==> src/rtl/dac_sample_scheduler.sv <==
// Paced DAC sample scheduler: PLB IPIF register slice, sample FIFO and
// release of one 10-bit sample per programmable period with a data clock.
module dac_sample_scheduler #(
  parameter int unsigned FIFO_DEPTH = 16,
  parameter int unsigned DIV_WIDTH  = 16
) (
  input  logic        Bus2IP_Clk,
  input  logic        Bus2IP_Resetn,
  input  logic [0:31] Bus2IP_Data,
  input  logic [0:2]  Bus2IP_WrCE,
  input  logic [0:2]  Bus2IP_RdCE,
  output logic [0:31] IP2Bus_Data,
  output logic        IP2Bus_WrAck,
  output logic        IP2Bus_RdAck,
  output logic [0:9]  IP2DAC_Data,
  output logic        IP2DAC_DCLKIO,
  output logic        IP2DAC_PWRDN,
  output logic        Underrun_Irq
);
  localparam int unsigned AW = $clog2(FIFO_DEPTH);
  localparam int unsigned CW = AW + 1;

  typedef enum logic [1:0] {S_OFF, S_WAIT, S_RUN} state_t;
  state_t state, state_n;

  // Little-endian views of the bus vectors: wdata[0] is bus bit 31.
  logic [31:0]          wdata;
  logic                 unused_wdata;
  logic [0:2]           wr_ce_q, rd_ce_q, wr_rise, rd_rise;
  logic                 wr_one, rd_one;
  logic                 wr_ctrl, wr_sample, wr_div, rd_ctrl, rd_status, rd_div;
  logic                 en, pwrdn, hold, irq_en, ovf, udr;
  logic [DIV_WIDTH-1:0] div, c;
  logic [9:0]           dac_data;
  logic [9:0]           mem [FIFO_DEPTH];
  logic [AW-1:0]        wr_ptr, rd_ptr;
  logic [CW-1:0]        count;
  logic                 empty, full, flush, tick, pop, push_ok, ovf_set, udr_set;
  logic [31:0]          ctrl_word, status_word, div_word, rd_word;

  assign wdata        = Bus2IP_Data;
  assign unused_wdata = ^wdata;

  assign wr_rise   = Bus2IP_WrCE & ~wr_ce_q;
  assign rd_rise   = Bus2IP_RdCE & ~rd_ce_q;
  assign wr_one    = $onehot(wr_rise);
  assign rd_one    = $onehot(rd_rise);
  assign wr_ctrl   = wr_one & wr_rise[0];
  assign wr_sample = wr_one & wr_rise[1];
  assign wr_div    = wr_one & wr_rise[2];
  assign rd_ctrl   = rd_one & rd_rise[0];
  assign rd_status = rd_one & rd_rise[1];
  assign rd_div    = rd_one & rd_rise[2];

  assign empty   = (count == '0);
  assign full    = (count == CW'(FIFO_DEPTH));
  assign flush   = wr_ctrl & wdata[2];
  // c >= div rather than == so a shrinking DIV cannot strand the counter
  assign tick    = (state == S_RUN) && (c >= div);
  assign pop     = tick & ~empty & ~flush;
  assign udr_set = tick & empty & ~flush;
  assign push_ok = wr_sample & (~full | pop);
  assign ovf_set = wr_sample & full & ~pop;

  assign ctrl_word   = {27'b0, irq_en, hold, 1'b0, pwrdn, en};
  assign status_word = {16'b0, 8'(count), 4'b0, ovf, udr, full, empty};
  assign div_word    = 32'(div);

  always_comb begin
    rd_word = '0;
    if (rd_ctrl)   rd_word = ctrl_word;
    if (rd_status) rd_word = status_word;
    if (rd_div)    rd_word = div_word;
  end

  always_ff @(posedge Bus2IP_Clk or negedge Bus2IP_Resetn) begin
    if (!Bus2IP_Resetn) begin
      wr_ce_q      <= '0;
      rd_ce_q      <= '0;
      IP2Bus_WrAck <= 1'b0;
      IP2Bus_RdAck <= 1'b0;
      IP2Bus_Data  <= '0;
      en           <= 1'b0;
      pwrdn        <= 1'b1;
      hold         <= 1'b0;
      irq_en       <= 1'b0;
      div          <= DIV_WIDTH'(1);
      ovf          <= 1'b0;
      udr          <= 1'b0;
    end else begin
      wr_ce_q      <= Bus2IP_WrCE;
      rd_ce_q      <= Bus2IP_RdCE;
      IP2Bus_WrAck <= |wr_rise;
      IP2Bus_RdAck <= |rd_rise;
      IP2Bus_Data  <= rd_word;
      if (wr_ctrl) begin
        en     <= wdata[0];
        pwrdn  <= wdata[1];
        hold   <= wdata[3];
        irq_en <= wdata[4];
      end
      if (wr_div) begin
        if (wdata[DIV_WIDTH-1:0] == '0) div <= DIV_WIDTH'(1);
        else                            div <= wdata[DIV_WIDTH-1:0];
      end
      ovf <= ovf_set | (ovf & ~rd_status);
      udr <= udr_set | (udr & ~rd_status);
    end
  end

  always_ff @(posedge Bus2IP_Clk or negedge Bus2IP_Resetn) begin
    if (!Bus2IP_Resetn) begin
      wr_ptr <= '0;
      rd_ptr <= '0;
      count  <= '0;
    end else if (flush) begin
      wr_ptr <= '0;
      rd_ptr <= '0;
      count  <= '0;
    end else begin
      if (push_ok) wr_ptr <= wr_ptr + AW'(1);
      if (pop)     rd_ptr <= rd_ptr + AW'(1);
      count <= count + CW'(push_ok) - CW'(pop);
    end
  end

  always_ff @(posedge Bus2IP_Clk) begin
    if (push_ok && !flush) mem[wr_ptr] <= wdata[9:0];
  end

  always_ff @(posedge Bus2IP_Clk or negedge Bus2IP_Resetn) begin
    if (!Bus2IP_Resetn) state <= S_OFF;
    else                state <= state_n;
  end

  // OFF and WAIT both jump straight to RUN once a sample is queued.
  always_comb begin
    state_n = state;
    if (!en || pwrdn)        state_n = S_OFF;
    else if (flush)          state_n = S_WAIT;
    else if (state != S_RUN) state_n = empty ? S_WAIT : S_RUN;
  end

  always_ff @(posedge Bus2IP_Clk or negedge Bus2IP_Resetn) begin
    if (!Bus2IP_Resetn) begin
      c        <= DIV_WIDTH'(1);
      dac_data <= '0;
    end else begin
      if (state == S_RUN && state_n == S_RUN) c <= tick ? '0 : c + DIV_WIDTH'(1);
      else                                    c <= div;
      if (pop)                  dac_data <= mem[rd_ptr];
      else if (udr_set && !hold) dac_data <= 10'h200;
    end
  end

  assign IP2DAC_Data   = dac_data;
  assign IP2DAC_DCLKIO = (state == S_RUN) && (c > (div >> 1));
  assign IP2DAC_PWRDN  = pwrdn;
  assign Underrun_Irq  = udr & irq_en;

endmodule

==> config.mk <==
export PLATFORM = sky130hd
export DESIGN_NAME = dac_sample_scheduler
export DESIGN_NICKNAME = d
export VERILOG_FILES = /design/src/rtl/dac_sample_scheduler.sv
export SDC_FILE = /design/constraint.sdc
export NUM_CORES = 1
export LEC_CHECK = 0
export CORE_MARGIN = 2
export CORE_UTILIZATION = 53
export CTS_BUF_LIST = sky130_fd_sc_hd__clkbuf_16
export DETAILED_ROUTE_END_ITERATION = 10
export GPL_TIMING_DRIVEN = 0
export HOLD_SLACK_MARGIN = 0.03
export MAX_ROUTING_LAYER = met4
export PLACE_DENSITY = 0.77
export SLEW_MARGIN = 20
export SYNTH_ARGS = -nofsm -noshare
export SYNTH_HDL_FRONTEND = slang
export SYNTH_SLANG_ARGS = --single-unit
==> constraint.sdc <==
create_clock -name Bus2IP_Clk -period 3.5 [get_ports Bus2IP_Clk]
set_input_delay 1.05 -clock Bus2IP_Clk [delete_from_list [all_inputs] [get_ports Bus2IP_Clk]]
set_output_delay 1.05 -clock Bus2IP_Clk [all_outputs]
set_load 0.02 [all_outputs]
==> metrics.yaml <==
grt:
  overflow: 0
  globalRouteTotalUtil: 0.249
  grt_pass1_vias: 6859
  antenna_found_initial: 0
  grt_max_degree: 61
  grt_pass1_wl_mm: 39.6
final_layout:
  syn_to_final_growth_pct: 19.1
  utilization: 0.644
  mostFrequentLayoutCells: "160 x edfxtp_1, 84 x dfrtp_1, 55 x nand2_1"
  diodes: 0
  drive_gt1_frac: 0.219
  finalNetCount: 920
  final_common_cell: "edfxtp_1"
critical_path:
  slowest_delay_ns: 0.57
  path_cells: "inv_2 > ha_1 > nor2b_1 > o21a_1 > o211ai_1 > a211oi_4 > nor4_2 > a211oi_2 > buf_4"
  slowest_stage: "dfstp_2"
  worst-path-buf-inv: 2
  crit_path_start_kind: "register"
  cp_max_fo: 4
  crit_family: "compound AO/OA/AOI/OAI gates"
  critical_path_class: "reg2out"
  crit_path_end_kind: "output port"
  crit_arrival_ns: 2.46
  crit_required_ns: 2.45
clocking:
  cts_max_level: 1
  clkTransAtPathRegs_ns: 0.06
  cts_buffer_depth: 3
  cts_root_buffer: "clkbuf_16"
  cts_tree: "yes"
  clk_latency_ns: 0.53
  clock_sinks: 247
  numCtsBuffers: 25
pwr:
  irDropWorstVdd_mv: 0.458
  p_per_area_nw_per_um2: 757
  power.leakage_nw: 4.93
timing:
  slew_viol_final: 0
  relSlewSlack: 0.407
  min_period_over_period: 1.00
  fin_skew_ns: 0.0139
  finalCriticalPeriod_ns: 3.51
  setup_viol: 1
  fmax_ghz: 0.285
  tightest_slew_ns: 0.889
  finalHoldViolations: 0
  setup_slack_ns: -0.00805
  setup_tns_ns: -0.00805
  rsz0062_at_grt: "true"
routing:
  dr_total_vias: 6651
  drc_errors: 0
  drt_iter0_markers: 548
  vias_per_cell: 5.92
  wire_per_inst_microns: 23.1
  detail_route.first_pass.iterations: 7
  wl_mm: 26.0
  drtAntennaViolNets: 0
yosys:
  synth_cell_types: 63
  synth-seq-cells: 247
  ys.flop_type: "edfxtp_1"
  synth_area_leaders: "edfxtp_1 44%, dfrtp_1 19%, mux4_2 10%, ha_1 4.8%, nand2_1 1.9%"
  synth-seq-area-share: 0.637
  synth_edf_count: 160
  async_flop_share: 0.352
  synthCells: 719
  synth_area_sq_um: 11000
  yosys.area.top_type: "edfxtp_1"
  yosysWarnings: 0
  synth_top_cell_area_share: 0.438
  syn_area_per_cell_sq_um: 15.3
die:
  die_area_sq_um: 21900
  dieHeight_microns: 148
  ios: 87
  num_rows: 52
  coreArea_sq_um: 20300
  initial_core_util: 0.541
  die_w_microns: 148
placed_design:
  numPortBuffers: 54
  dpl.hpwl_mm: 17.0
  gp_congestion: 0.888
run_status:
  violations: "setup timing"
  outcome: "complete, but fails checks"
min_path:
  hp-class: "in2async"
run:
  drv_cap: 0
[synthesized netlist by cell type, types with 5 or more instances]
cell type / n
a21oi_1: 17
a22o_1: 6
and4_1: 11
buf_4: 16
buf_6: 5
clkbuf_1: 15
dfrtp_1: 84
edfxtp_1: 160
ha_1: 42
inv_1: 36
mux4_2: 50
nand2_1: 56
nand2b_1: 13
nand3_1: 15
nand4_1: 6
nor2_1: 26
nor3_1: 10
nor4_1: 8
o21ai_0: 24
o2bb2ai_1: 9
o31ai_1: 16
xnor2_1: 10
xor2_1: 11
[layout make-up]
| class | instances | area [sq um] |
|---|---|---|
| Tap cell | 270 | 338 |
| Clock inverter | 21 | 161 |
| Inverter | 36 | 135 |
| Buffer | 44 | 315 |
| Timing Repair Buffer | 75 | 713 |
| Fill cell | 1416 | 7230 |
| Sequential cell | 247 | 6990 |
| Multi-Input combinational cell | 406 | 3800 |
| Clock buffer | 25 | 626 |
[where the power goes]
part	total [mW]	leakage, nW	switching (mW)	internal (mW)
combinational	3.57	2.00	1.94	1.63
sequential	3.77	2.53	0.310	3.46
clock	2.56	0.405	1.10	1.45
[final timing paths]
check	cells past startpoint	slack (ns)	to	startpoint
min	1	0.46	IP2DAC_Data[8]	Bus2IP_Resetn
max in group asynchronous	2	2.33	IP2DAC_PWRDN	Bus2IP_Resetn
min in group Bus2IP_Clk	2	0.48	c[14]	div[14]
max reg2reg	15	0	count[4]	c[0]
max	9	-0.008	IP2DAC_DCLKIO	c[0]
min reg2reg	2	0.48	c[14]	div[14]
[worst register-to-register path: cells and delay by family (launching register included)]
family	cells	cell delay (ns)
buffers and inverters	2	0.22
muxes	1	0.09
adders and majority gates	3	0.78
and+or+nand+nor	5	0.74
DFF	1	0.57
AOI/OAI and AO/OA	4	1.05
[timing repair]
item                                    4_1_cts  5_1_grt
hold buffers                                  0        0
gates resized for setup                      18       20
setup buffers                                12        5
pin swaps                                     9       14
endpoints found under the setup margin      149      101
[registers in the layout, summed over array words and instances (netlist names), 3 cells and up]
signal / count
IP2Bus_Data: 16
IP2DAC_Data: 10
c: 16
count: 5
div: 16
mem: 160
rd_ce_q: 3
rd_ptr: 4
wr_ce_q: 3
wr_ptr: 4
[metrics by stage]
stage / power (mW) / setup slack [ns] / hold slack [ns] / area [sq um] / instances
after detailed placement: 7.14 / -0.910 / 0.467 / 12100 / 1062
after CTS: 9.80 / -0.116 / 0.477 / 13000 / 1120
after global placement: 6.96 / -1.83 / 0.462 / 12000 / 1058
after floorplan: 6.08 / -0.0397 / 0.449 / 11100 / 734
final: 9.90 / -0.00805 / 0.465 / 13100 / 1124
after global routing: 10.3 / -0.103 / 0.491 / 13100 / 1124
[cells by family (layout without fill, tap and decap cells)]
kind of cell,Yosys count,in the layout,synth area share
muxes,58,58,0.110
and+or+nand+nor,168,168,0.0786
adders and majority gates,45,45,0.0534
other,1,16,0.000342
xor gates and xnor gates,21,21,0.0168
DFF,247,247,0.637
buffers and inverters,81,201,0.0407
AOI/OAI and AO/OA,98,98,0.0633
[per-layer routing]
metal,global-route usage,wire length [microns],vias up
met3,0.0361,1420,67
met1,0.324,10500,3396
met2,0.405,13000,258
met4,0.0895,1040,0
li1,-,-,2930
met5,-,0,-
(Power assumes the default switching activity.)
